`config.mk`:
```
export PLATFORM = sky130hd
export DESIGN_NAME = cam_lru_store
export DESIGN_NICKNAME = d
export VERILOG_FILES = /design/src/rtl/cam_types_pkg.sv /design/src/rtl/cam_lru_ages.sv /design/src/rtl/cam_lru_store.sv
export SDC_FILE = /design/constraint.sdc
export NUM_CORES = 1
export LEC_CHECK = 0
export CAP_MARGIN = 20
export CORE_MARGIN = 2
export CORE_UTILIZATION = 61
export DETAILED_ROUTE_END_ITERATION = 10
export PLACE_DENSITY = 0.84
export SLEW_MARGIN = 10
export SYNTH_ARGS = -nofsm -noshare
export SYNTH_HDL_FRONTEND = slang
export SYNTH_HIERARCHICAL = 1
export SYNTH_SLANG_ARGS = --single-unit
```
`constraint.sdc`:
```
create_clock -name clk -period 9.55 [get_ports clk]
set_clock_uncertainty 0.2 [all_clocks]
set_input_delay 1.91 -clock clk [delete_from_list [all_inputs] [get_ports clk]]
set_output_delay 1.91 -clock clk [all_outputs]
set_load 0.1 [all_outputs]
```
`src/rtl/cam_types_pkg.sv`:
```
// cam_types: shared types for the key/value CAM with true-LRU replacement.
// Latency: n/a (types and constants only).
// Backpressure: n/a. Holds the default geometry, key/val/idx types, entry struct and request encoding.
package cam_types;

    localparam int camsize_p   = 8;
    localparam int key_width_p = 16;
    localparam int val_width_p = 16;
    localparam int idx_width_p = $clog2(camsize_p);

    typedef logic [key_width_p-1:0] key_t;
    typedef logic [val_width_p-1:0] val_t;
    typedef logic [idx_width_p-1:0] idx_t;

    typedef struct packed {
        logic valid;
        key_t key;
        val_t val;
    } entry_t;

    // Encoding matches the rw_n_i pin: 1 = read, 0 = write.
    typedef enum logic {
        CAM_WRITE = 1'b0,
        CAM_READ  = 1'b1
    } cam_req_e;

endpackage

```
`src/rtl/cam_lru_ages.sv`:
```
// cam_lru_ages: true-LRU age registers; age 0 = most recent, camsize_p-1 = victim.
// Latency: ages update at the edge after acc_i; victim_idx_o is combinational from current ages.
// Backpressure: none; accepts one access per cycle.
// Ports: clk, rst (sync, active-high), acc_i/acc_idx_i (access strobe and entry), victim_idx_o.
module cam_lru_ages
    import cam_types::*;
#(
    parameter int camsize_p = 8,
    localparam int IW       = $clog2(camsize_p)
) (
    input  logic          clk,
    input  logic          rst,
    input  logic          acc_i,
    input  logic [IW-1:0] acc_idx_i,
    output logic [IW-1:0] victim_idx_o
);

    logic [IW-1:0] age_q [camsize_p];
    logic [IW-1:0] age_d [camsize_p];

    // Entries younger than the accessed one age by one; the accessed one becomes
    // youngest. This keeps the ages a permutation of 0..camsize_p-1.
    always_comb begin
        age_d = age_q;
        if (acc_i) begin
            for (int j = 0; j < camsize_p; j++) begin
                if (age_q[j] < age_q[acc_idx_i]) begin
                    age_d[j] = age_q[j] + 1'b1;
                end
            end
            age_d[acc_idx_i] = '0;
        end
    end

    always_comb begin
        victim_idx_o = '0;
        for (int j = 0; j < camsize_p; j++) begin
            if (age_q[j] == IW'(camsize_p - 1)) begin
                victim_idx_o = IW'(j);
            end
        end
    end

    always_ff @(posedge clk) begin
        if (rst) begin
            for (int j = 0; j < camsize_p; j++) begin
                age_q[j] <= IW'(j);
            end
        end else begin
            age_q <= age_d;
        end
    end

endmodule

```
`src/rtl/cam_lru_store.sv`:
```
// cam_lru_store: fully-associative key/value CAM with true-LRU replacement.
// Latency: read response, evict pulse and idx one cycle after the request.
// Backpressure: none; one request accepted every cycle.
// Ports: clk, rst (sync, active-high), valid_i/rw_n_i/key_i/val_i request,
//        valid_o/hit_o/val_o read response, evict_o pulse, idx_o last touched entry.
// Optional: CAM_STATS_EN adds stat_hits_o, stat_miss_o, stat_evicts_o (32-bit, saturating).
module cam_lru_store
    import cam_types::*;
#(
    parameter int camsize_p   = 8,
    parameter int key_width_p = 16,
    parameter int val_width_p = 16,
    localparam int IW         = $clog2(camsize_p)
) (
    input  logic                   clk,
    input  logic                   rst,
    input  logic                   valid_i,
    input  logic                   rw_n_i,
    input  logic [key_width_p-1:0] key_i,
    input  logic [val_width_p-1:0] val_i,
    output logic                   valid_o,
    output logic                   hit_o,
    output logic [val_width_p-1:0] val_o,
    output logic                   evict_o,
`ifdef CAM_STATS_EN
    output logic [31:0]            stat_hits_o,
    output logic [31:0]            stat_miss_o,
    output logic [31:0]            stat_evicts_o,
`endif
    output logic [IW-1:0]          idx_o
);

    // Same layout as cam_types::entry_t, sized by this instance's parameters.
    typedef struct packed {
        logic                   valid;
        logic [key_width_p-1:0] key;
        logic [val_width_p-1:0] val;
    } ent_t;

    ent_t ent_q [camsize_p];
    ent_t ent_d [camsize_p];

    logic                   valid_q, valid_d;
    logic                   hit_q, hit_d;
    logic [val_width_p-1:0] val_q, val_d;
    logic                   evict_q, evict_d;
    logic [IW-1:0]          idx_q, idx_d;

    logic                 hit, full, is_rd, acc;
    logic [IW-1:0]        hit_idx, free_idx, victim_idx, acc_idx;
    logic [camsize_p-1:0] match_vec;

    assign is_rd = (cam_req_e'(rw_n_i) == CAM_READ);

    // Lookup against the current (post-previous-edge) array, so a write followed
    // by an access to the same key always sees the committed entry.
    always_comb begin
        match_vec = '0;
        hit       = 1'b0;
        hit_idx   = '0;
        for (int i = 0; i < camsize_p; i++) begin
            match_vec[i] = ent_q[i].valid && (ent_q[i].key == key_i);
            if (match_vec[i]) begin
                hit     = 1'b1;
                hit_idx = IW'(i);
            end
        end
    end

    // Downward scan so the lowest-index invalid entry wins.
    always_comb begin
        full     = 1'b1;
        free_idx = '0;
        for (int i = camsize_p - 1; i >= 0; i--) begin
            if (!ent_q[i].valid) begin
                full     = 1'b0;
                free_idx = IW'(i);
            end
        end
    end

    always_comb begin
        ent_d   = ent_q;
        acc     = 1'b0;
        acc_idx = hit_idx;
        valid_d = 1'b0;
        hit_d   = 1'b0;
        val_d   = '0;
        evict_d = 1'b0;
        idx_d   = idx_q;   // idx only moves when an entry is touched
        if (valid_i) begin
            if (is_rd) begin
                valid_d = 1'b1;
                if (hit) begin
                    hit_d = 1'b1;
                    val_d = ent_q[hit_idx].val;
                    idx_d = hit_idx;
                    acc   = 1'b1;
                end
            end else begin
                if (hit) begin
                    acc_idx = hit_idx;
                end else if (!full) begin
                    acc_idx = free_idx;
                end else begin
                    acc_idx = victim_idx;
                    evict_d = 1'b1;
                end
                acc            = 1'b1;
                idx_d          = acc_idx;
                ent_d[acc_idx] = '{valid: 1'b1, key: key_i, val: val_i};
            end
        end
    end

    cam_lru_ages #(
        .camsize_p (camsize_p)
    ) u_ages (
        .clk          (clk),
        .rst          (rst),
        .acc_i        (acc),
        .acc_idx_i    (acc_idx),
        .victim_idx_o (victim_idx)
    );

    always_ff @(posedge clk) begin
        if (rst) begin
            for (int i = 0; i < camsize_p; i++) begin
                ent_q[i] <= '0;
            end
            valid_q <= 1'b0;
            hit_q   <= 1'b0;
            val_q   <= '0;
            evict_q <= 1'b0;
            idx_q   <= '0;
        end else begin
            ent_q   <= ent_d;
            valid_q <= valid_d;
            hit_q   <= hit_d;
            val_q   <= val_d;
            evict_q <= evict_d;
            idx_q   <= idx_d;
        end
    end

    assign valid_o = valid_q;
    assign hit_o   = hit_q;
    assign val_o   = val_q;
    assign evict_o = evict_q;
    assign idx_o   = idx_q;

`ifdef CAM_STATS_EN
    logic [31:0] hits_q, miss_q, evicts_q;

    always_ff @(posedge clk) begin
        if (rst) begin
            hits_q   <= '0;
            miss_q   <= '0;
            evicts_q <= '0;
        end else if (valid_i) begin
            if (hit && hits_q != '1) begin
                hits_q <= hits_q + 32'd1;
            end
            if (is_rd && !hit && miss_q != '1) begin
                miss_q <= miss_q + 32'd1;
            end
            if (evict_d && evicts_q != '1) begin
                evicts_q <= evicts_q + 32'd1;
            end
        end
    end

    assign stat_hits_o   = hits_q;
    assign stat_miss_o   = miss_q;
    assign stat_evicts_o = evicts_q;
`endif

endmodule
```
==> results by group, run 1 <==
Worst setup path
  • Worst Path Required: 9.84 ns
  • Crit-path leading delay family: compound AO/OA/AOI/OAI gates
  • WP buf/inv: 1
  • Cells along the critical path: clkdlybuf4s50_1 -> xnor2_1 -> or4bb_1 -> nor4_1 -> o311ai_4 -> o211ai_1 -> nand2_2 -> a21oi_1 -> mux4_2 -> nor2_1 -> a21oi_1 -> a21oi_1 -> ha_1 -> or3_1 -> o21ai_0 -> a21oi_4 -> or4_1 -> a31oi_1
  • Critical Path Source Type: primary input
  • Crit-path max FO: 16
  • Critical path's slowest cell: clkdlybuf4s50_1
  • Critical path class: primary input to flop
  • CP most frequent cell: a21oi_1
  • Worst Setup SP: key_i[1]
  • Worst stage delay on the critical path: 0.93 ns
  • R2R Path Start: ent_q[216]$_SDFFE_PP0P_
  • Critical Path AT: 8.58 ns
  • Crit end category: flop

STA
  • Final Cycle Share: 0.868
  • RSZ-0062 raised after global routing: false
  • Fmax: 121 MHz
  • Final Max Slew Viols: 0
  • Setup TNS: 0 ns
  • Slew @ Worst Pin: 1.11 ns
  • Final hold vios: 0
  • Period minus WS final: 8.29 ns
  • Final setup fails: 0
  • Max-slew headroom: 0.256

Die
  • Die area: 26,400 µm²
  • Die Height: 162 µm
  • Initial Utilization: 0.626
  • CORE AREA: 24,500 µm²
  • IO Pins: 58
  • Die Wd: 162 µm
  • Row cnt: 57

Route
  • Avg WL per Cell: 20.0 µm
  • DRT antenna net count: 0
  • Initial DRC count: 1,569
  • DRC: 0
  • Total Wirelength: 39,300 µm
  • Via count: 12,500
  • Avg Vias per Cell: 6.34
  • TritonRoute pass-1 iters: 6

Global route
  • GR Overflow Total: 0
  • Number of global-route vias before repair: 12,000
  • Total track usage: 0.293
  • First-pass GRT wire length: 62,900 µm
  • Initial antenna violation count: 0
  • Largest net degree at the start of global routing: 108

Power
  • Static leakage: 0.00643 µW
  • Pwr Density: 167 nW/µm²
  • Worst VDD drop: 0.189 mV
  • Tot Pwr: 2830 µW

Min path
  • Min-delay src: ent_q[5]$_SDFFE_PP0P_
  • HP Class: flop to flop

CTS
  • Worst-Skew Late Latency: 0.59 ns
  • Hold_buf cts: 0
  • Post-cts sizing count: 0
  • Post-CTS setup buffer count: 0
  • Clk Tree Root Cell: clkbuf_16
  • TritonCTS clock tree: done
  • Num CTS Buffers: 31
  • H-tree Lvls: 1
  • Clock buffer depth: 3
  • Sink Count: 310
  • Clk slew on worst S/H paths: 0.06 ns

Yosys
  • Seq cells post-synth: 310
  • Post-synthesis cell count: 1,647
  • Asr flop ratio synth: 0
  • Post-synth top area cell: dfxtp_1
  • Mapped Area: 15,300 µm²
  • Commonest register cell after synthesis: dfxtp_1
  • Syn Nets: 1,714
  • Cell variety after synth: 75
  • Post-Syn Area per Cell: 9.29 µm²
  • Yosys warning count: 6
  • Register area share after synthesis: 0.405
  • Largest cells by area after synthesis: dfxtp_1, mux2i_1, nor2_1, xnor2_1, nand3_1
  • EDFF count, synth: 0
  • Area share of the largest cell type after synthesis: 0.405

Layout
  • Final #Nets: 1,687
  • Share of cells above drive strength 1: 0.0785
  • Area delta synth->final: 10.9%
  • Ant diodes: 0

Job
  • Max cap viols: 0

Placed design
  • Input/output buffers: 57
  • Final HPWL DP: 24,700 µm
  • GPL Wtd Cong: 0.937

Outcome
  • Outcome: finished clean
[worst reg2reg max path, delay by kind of cell (launching register included)]
kind | cells | cell delay, ns
xor gates and xnor gates | 1 | 0.17
adders and majority gates | 1 | 0.37
DFF | 1 | 0.35
AOI/OAI and AO/OA | 9 | 2.64
and+or+nand+nor | 6 | 2.01
muxes | 1 | 0.41
[layout make-up]
class                   instances  area (µm²)
well taps                     324         405
flip-flops and latches        310        6210
clock inverters                16         214
inverters                      13        48.8
repair buffers                 87         800
fillers                      1781        7490
multi-input cells            1177        8410
clock buffers                  41         893
[report_power, final]
part	total (µW)	leakage, µW	switching [µW]	internal [µW]
clock	1300	0.000541	534	769
combinational	213	0.00339	138	74.7
sequential	1320	0.00250	11.5	1310
total	2830	0.00643	683	2150
[cells in the mapped netlist (31+ instances only)]
master    number
a21oi_1       80
clkbuf_1      83
dfxtp_1      310
nand3_1       90
xor2_1        33
o21ai_0       72
nand4_1       38
buf_2         45
nand2_1       38
xnor2_1       95
mux2i_1      261
nor2_1       243
ha_1          31
[metal layers]
metal	wire (µm)	up-vias	part of all wire	GRT usage
met5	0	-	0	0
met4	1300	0	0.033	0.0941
met3	3130	116	0.080	0.0469
met2	18200	565	0.46	0.485
met1	16700	6024	0.42	0.393
li1	-	5768	-	-
[state kept, by name, summed over array words and instances (netlist names)]
register,count
u_ages/age_q,24
idx_o,3
evict_o,1
ent_q,264
valid_o,1
val_o,16
hit_o,1
[logic make-up (layout without fill, tap and decap cells)]
group	Yosys count	in the layout	share of synthesized area
AOI/OAI and AO/OA	247	247	0.107
muxes	270	270	0.182
buffers and inverters	160	157	0.0498
xor gates and xnor gates	128	128	0.0733
DFF	310	310	0.405
adders and majority gates	31	31	0.0253
and+or+nand+nor	501	501	0.157
[worst paths after layout]
path,end,slack [ns],cells after the start
setup / recovery,u_ages/age_q[23]$_SDFFE_PP0P_,1.26,18
hold reg to reg,ent_q[5]$_SDFFE_PP0P_,0.28,2
setup reg to reg,u_ages/age_q[23]$_SDFFE_PP0P_,3.30,18
hold / removal,ent_q[5]$_SDFFE_PP0P_,0.28,2
[per-stage QoR]
| step | util | setup WS [ns] | cell area (µm²) | hold slack (ns) | instances |
|---|---|---|---|---|---|
| finish | 0.694 | 1.26 | 17000 | 0.276 | 1968 |
| global route | 0.694 | 1.01 | 17000 | 0.301 | 1968 |
| CTS | 0.694 | 1.45 | 17000 | 0.274 | 1968 |
| detailed placement | 0.649 | 0.845 | 15900 | 0.266 | 1911 |
| global placement | 0.649 | 1.13 | 15900 | 0.258 | 1911 |
| floorplan | - | 2.14 | 15300 | 0.253 | 1647 |
[cell usage in the layout, fill, tap and decap left out, types with 33 or more instances in the layout]
cell	n
nand4_1	38
o21ai_0	71
mux2i_1	261
nand3_1	89
clkdlybuf4s50_1	56
dfxtp_1	310
a21oi_1	80
xnor2_1	95
nor2_1	241
nand2_1	37
xor2_1	33
No activity file was read; power rests on OpenSTA's default activity.
==> run 2, diff against run 1 <==
--- a/config.mk
+++ b/config.mk
@@ -6,6 +6,7 @@
 export NUM_CORES = 1
 export LEC_CHECK = 0
 export CAP_MARGIN = 20
+export CORE_ASPECT_RATIO = 1.2
 export CORE_MARGIN = 2
 export CORE_UTILIZATION = 61
 export DETAILED_ROUTE_END_ITERATION = 10
==> run 2 against run 1 <==
Critical path depth grew 3. Clock-buffer cell count up 1. Largest cell class unchanged. Design area is 0.28% higher. Largest power group unchanged. Combinational power barely moved.
==> results by group, run 2 (synthesized netlist as in run 1, its figures left out) <==
Placed design
  • GPL Wtd Cong: 0.923
  • Pre-CTS WS: 1.13 ns
  • Final HPWL DP: 24,000 µm
  • Input/output buffers: 57

Layout
  • Share of cells above drive strength 1: 0.0783
  • Filler cell count: 1,874
  • Final #Nets: 1,691
  • Most frequent cells in the layout: dfxtp_1, mux2i_1, nor2_1
  • Largest reg by FF count: ent_q
  • Max FFs per register: 264
  • Area delta synth->final: 11.2%
  • Ant diodes: 0
  • Fin util: 0.690
  • Commonest non-fill, non-tap cell in the layout: dfxtp_1

Die
  • IO Pins: 58
  • CORE AREA: 24,700 µm²
  • Die area: 26,400 µm²
  • Die Height: 178 µm
  • Initial Utilization: 0.620
  • Row cnt: 63
  • Die Wd: 149 µm

Route
  • Total Wirelength: 38,000 µm
  • Via count: 12,300
  • DRC: 0
  • Avg Vias per Cell: 6.22
  • Initial DRC count: 939
  • Avg WL per Cell: 19.3 µm
  • DRT antenna net count: 0
  • TritonRoute pass-1 iters: 6

Power
  • Static leakage: 0.00645 µW
  • Pwr Density: 167 nW/µm²
  • Worst VDD drop: 0.170 mV
  • Tot Pwr: 2850 µW

Worst setup path
  • Critical Path AT: 8.26 ns
  • Cells along the critical path: clkdlybuf4s50_1 -> xnor2_1 -> nand4_1 -> or4_1 -> a211oi_1 -> o311ai_4 -> buf_4 -> o211ai_1 -> nand2_1 -> a21oi_1 -> buf_4 -> mux4_2 -> nor2_1 -> a21oi_1 -> a21oi_1 -> ha_1 -> or3_1 -> o21ai_0 -> a21oi_4 -> or4_1 -> a31oi_1
  • Crit-path leading delay family: compound AO/OA/AOI/OAI gates
  • Worst Path Required: 9.84 ns
  • Critical path class: primary input to flop
  • WP buf/inv: 3
  • CP most frequent cell: a21oi_1
  • Critical path's slowest cell: clkdlybuf4s50_1
  • Crit end category: flop
  • Critical Path Source Type: primary input
  • Crit-path max FO: 20
  • Worst stage delay on the critical path: 0.90 ns

STA
  • Fmax: 125 MHz
  • Final Cycle Share: 0.835
  • Final Max Slew Viols: 0
  • Setup TNS: 0 ns
  • Slew @ Worst Pin: 1.12 ns
  • Final hold vios: 0
  • Hold slack final: 0.276 ns
  • Final setup fails: 0
  • Period minus WS final: 7.97 ns
  • RSZ-0062 raised after global routing: false
  • Final WS setup: 1.58 ns
  • Max-slew headroom: 0.252

Global route
  • Total track usage: 0.286
  • GR Overflow Total: 0
  • Largest net degree at the start of global routing: 130
  • Initial antenna violation count: 0
  • Number of global-route vias before repair: 12,100
  • First-pass GRT wire length: 61,500 µm

Min path
  • HP Class: flop to flop

Outcome
  • Outcome: finished clean

CTS
  • Clk Tree Root Cell: clkbuf_16
  • Post-cts sizing count: 0
  • Clock buffer depth: 3
  • H-tree Lvls: 1
  • Sink Count: 310
  • Clk slew on worst S/H paths: 0.06 ns
  • Post-CTS setup buffer count: 0
  • Num CTS Buffers: 31
  • Hold_buf cts: 0
  • TritonCTS clock tree: done
  • Worst-Skew Late Latency: 0.57 ns

Job
  • Max cap viols: 0
[run 2: changes by cell type in the layout (fill, tap and decap cells not counted), sizes merged]
cell	previous run	this run
buf	30	34
bufinv	4	6
clkinv	8	6
clkbuf	42	43
clkinvlp	3	2
[run 2: area by class of cell]
cell class / instances / area [µm²] / share of cell area
Multi-Input combinational cell: 1177 / 8400 / 0.494
Tap cell: 325 / 407 / 0.0239
Inverter: 13 / 48.8 / 0.00287
Clock buffer: 42 / 877 / 0.0515
Sequential cell: 310 / 6210 / 0.365
Clock inverter: 15 / 234 / 0.0137
Timing Repair Buffer: 91 / 845 / 0.0496
[run 2: power by group]
group	internal (µW)	switching, µW	leakage (µW)	total (µW)
Clock	803	516	0.000544	1320
Combinational	75.5	137	0.00341	212
Sequential	1310	10.4	0.00250	1320
Total	2180	663	0.00645	2850
[run 2: path summary, 6_finish.rpt]
path                           startpoint                       endpoint  slack, ns  depth (start not counted)
setup reg to reg  ent_q[216]$_SDFFE_PP0P_  u_ages/age_q[23]$_SDFFE_PP0P_       3.33                         20
hold / removal    ent_q[143]$_SDFFE_PP0P_        ent_q[143]$_SDFFE_PP0P_       0.28                          2
hold reg to reg   ent_q[143]$_SDFFE_PP0P_        ent_q[143]$_SDFFE_PP0P_       0.28                          2
setup / recovery                key_i[11]  u_ages/age_q[23]$_SDFFE_PP0P_       1.58                         21
[run 2: worst reg2reg max path: stages (launching register included)]
cell and delay (ns):
dfxtp_1 0.31, xor2_1 0.18, or4b_1 0.54, or4_1 0.53, a211oi_1 0.46, o311ai_4 0.12
buf_4 0.29, o211ai_1 0.37, nand2_1 0.16, a21oi_1 0.19, buf_4 0.22, mux4_2 0.31
nor2_1 0.10, a21oi_1 0.05, a21oi_1 0.58, ha_1 0.36, or3_1 0.30, o21ai_0 0.17
a21oi_4 0.08, or4_1 0.48, a31oi_1 0.16
[run 2: through the flow]
stage          instance area [µm²]  std cells
2_1_floorplan                15300       1647
3_3_place_gp                 15900       1914
3_5_place_dp                 15900       1916
4_1_cts                      17000       1973
5_1_grt                      17000       1973
6_report                     17000       1973
[run 2: routing by layer]
layer,global-route usage,part of all wire,vias to the layer above
li1,-,-,5769
met1,0.352,0.40,5905
met2,0.490,0.48,462
met3,0.0347,0.064,133
met4,0.149,0.051,0
met5,0,0,-
==> run 3, diff against run 2 <==
--- a/config.mk
+++ b/config.mk
@@ -8,9 +8,9 @@
 export CAP_MARGIN = 20
 export CORE_ASPECT_RATIO = 1.2
 export CORE_MARGIN = 2
-export CORE_UTILIZATION = 61
+export CORE_UTILIZATION = 55
 export DETAILED_ROUTE_END_ITERATION = 10
-export PLACE_DENSITY = 0.84
+export PLACE_DENSITY = 0.8
 export SLEW_MARGIN = 10
 export SYNTH_ARGS = -nofsm -noshare
 export SYNTH_HDL_FRONTEND = slang
==> constraint.sdc (replaced) <==
create_clock -name clk -period 7.1 [get_ports clk]
set_clock_uncertainty 0.2 [all_clocks]
set_input_delay 1.42 -clock clk [delete_from_list [all_inputs] [get_ports clk]]
set_output_delay 1.42 -clock clk [all_outputs]
set_load 0.1 [all_outputs]
==> run 3 against run 2 <==
First-iteration DRC count rose by 4.5%. Worst hold slack got worse by 0.0033 ns. Clock power rose by 31%. Routed wire length rose by 0.48%. Global-route usage fell by 2.6 points. Critical path type unchanged.
==> results by group, run 3 (synthesized netlist as in run 1, its figures left out) <==
Outcome
  • Outcome: finished clean

CTS
  • Clk Tree Root Cell: clkbuf_16
  • Sink Count: 310
  • Num CTS Buffers: 31
  • Post-CTS setup buffer count: 0
  • TritonCTS clock tree: done
  • Post-cts sizing count: 0
  • Worst-Skew Late Latency: 0.56 ns
  • H-tree Lvls: 1
  • Clock buffer depth: 3
  • Clk slew on worst S/H paths: 0.06 ns
  • Hold_buf cts: 0

Power
  • Seq pwr share: 0.467
  • Worst VDD drop: 0.213 mV
  • Static leakage: 0.00653 µW
  • Pwr Density: 221 nW/µm²
  • Comb power frac: 0.077
  • P_sw: 880 µW
  • Sw frac: 0.232
  • Pint: 2920 µW
  • Clock power frac: 0.456

Layout
  • Final #Nets: 1,712
  • Footprint of the multi-input gates: 8400 µm²
  • Max FFs per register: 264
  • Register area: 6210 µm²
  • Ant diodes: 0
  • Commonest non-fill, non-tap cell in the layout: dfxtp_1
  • Most frequent cells in the layout: dfxtp_1, mux2i_1, nor2_1
  • Filler cell count: 2,225
  • Share of cells above drive strength 1: 0.0894
  • Largest reg by FF count: ent_q
  • Area delta synth->final: 12.3%

Worst setup path
  • Reg-to-reg critical path endpoint: u_ages/age_q[23]$_SDFFE_PP0P_
  • Worst R2R Setup Slack: 1.74 ns
  • Critical Path AT: 6.72 ns
  • Critical path class: primary input to flop
  • Crit end category: flop
  • Worst Path Required: 7.38 ns
  • Critical Path Source Type: primary input
  • Crit-path max FO: 15
  • R2R cell count: 19
  • R2R Path Start: ent_q[216]$_SDFFE_PP0P_

Route
  • TritonRoute pass-1 iters: 5
  • Initial DRC count: 981
  • DRT antenna net count: 0
  • Total Wirelength: 38,200 µm
  • DRC: 0
  • Via count: 12,100
  • Avg Vias per Cell: 6.05
  • Avg WL per Cell: 19.0 µm

Die
  • Row cnt: 66
  • Die area: 29,200 µm²
  • Initial Utilization: 0.562
  • CORE AREA: 27,300 µm²
  • Die Wd: 156 µm
  • Die Height: 187 µm
  • IO Pins: 58

Global route
  • First-pass GRT wire length: 61,800 µm
  • Initial antenna violation count: 0
  • GR Overflow Total: 0
  • Number of global-route vias before repair: 12,100
  • Total track usage: 0.259
  • Largest net degree at the start of global routing: 102

STA
  • Hold slack final: 0.273 ns
  • Fmax: 155 MHz
  • Slew @ Worst Pin: 1.07 ns
  • Setup TNS: 0 ns
  • Final setup fails: 0
  • RSZ-0062 raised after global routing: false
  • Max-slew headroom: 0.289
  • Final Cycle Share: 0.907
  • Final Max Slew Viols: 0
  • Final hold vios: 0
  • Period minus WS final: 6.44 ns

Job
  • Max cap viols: 0

Placed design
  • Input/output buffers: 57
  • Final HPWL DP: 25,200 µm
  • GPL Wtd Cong: 0.920

Min path
  • HP Class: flop to flop
  • Worst Hold Endpoint: idx_o[2]$_SDFFE_PP0P_
  • Min-delay src: idx_o[2]$_SDFFE_PP0P_
  • Hold path cells: 2
-- run 3: critical path, cell delays in order --
cell	delay (ns)
clkdlybuf4s50_1	0.49
buf_4	0.26
xor2_1	0.12
or4b_1	0.54
or4_1	0.56
o22ai_2	0.21
buf_4	0.26
nor2_1	0.10
o31ai_2	0.09
buf_4	0.26
mux2i_1	0.20
nor2_1	0.06
a21oi_1	0.12
a21oi_1	0.08
a21oi_1	0.45
ha_1	0.33
or3_1	0.30
o21ai_0	0.15
a21oi_4	0.07
or4_1	0.48
a31oi_1	0.16
-- run 3: worst max path at each step --
stage,cells after the start,slack (ns),end,start
2_1_floorplan,22,0.18,u_ages/age_q[23]$_SDFFE_PP0P_,key_i[2]
3_3_place_gp,21,0.19,u_ages/age_q[23]$_SDFFE_PP0P_,key_i[4]
3_5_place_dp,19,0.17,u_ages/age_q[23]$_SDFFE_PP0P_,key_i[4]
4_1_cts,21,0.74,u_ages/age_q[23]$_SDFFE_PP0P_,key_i[4]
5_1_grt,20,0.36,u_ages/age_q[23]$_SDFFE_PP0P_,key_i[2]
6_report,21,0.66,u_ages/age_q[23]$_SDFFE_PP0P_,key_i[4]
-- run 3: routing by layer --
| metal | global-route usage | wire [µm] | vias to the layer above |
|---|---|---|---|
| li1 | - | - | 5804 |
| met1 | 0.320 | 16100 | 5867 |
| met2 | 0.450 | 18600 | 372 |
| met3 | 0.0293 | 1820 | 101 |
| met4 | 0.119 | 1740 | 0 |
| met5 | 0 | 0 | - |
-- run 3: through the flow --
| step | power (µW) | cells | util | area (µm²) | worst slack (ns) |
|---|---|---|---|---|---|
| 5_1_grt | 3910 | 2007 | 0.630 | 17200 | 0.364 |
| 6_report | 3800 | 2007 | 0.630 | 17200 | 0.660 |
| 4_1_cts | 3820 | 2007 | 0.630 | 17200 | 0.738 |
| 3_3_place_gp | 2090 | 1952 | 0.591 | 16100 | 0.192 |
| 3_5_place_dp | 2100 | 1952 | 0.591 | 16100 | 0.167 |
| 2_1_floorplan | 2010 | 1647 | - | 15300 | 0.180 |
-- run 3: power by group through the flow --
stage	combinational, µW	clock [µW]	sequential, µW
CTS	289	1760	1770
global route	314	1830	1770
floorplan	202	0	1810
detailed placement	288	0	1810
global placement	282	0	1810
finish	292	1730	1770
-- run 3: layout make-up --
type,instances,area share
multi-input cells,1177,0.489
clock buffers,43,0.0519
flip-flops and latches,310,0.361
repair buffers,112,0.0589
well taps,340,0.0248
inverters,13,0.00284
clock inverters,12,0.0114
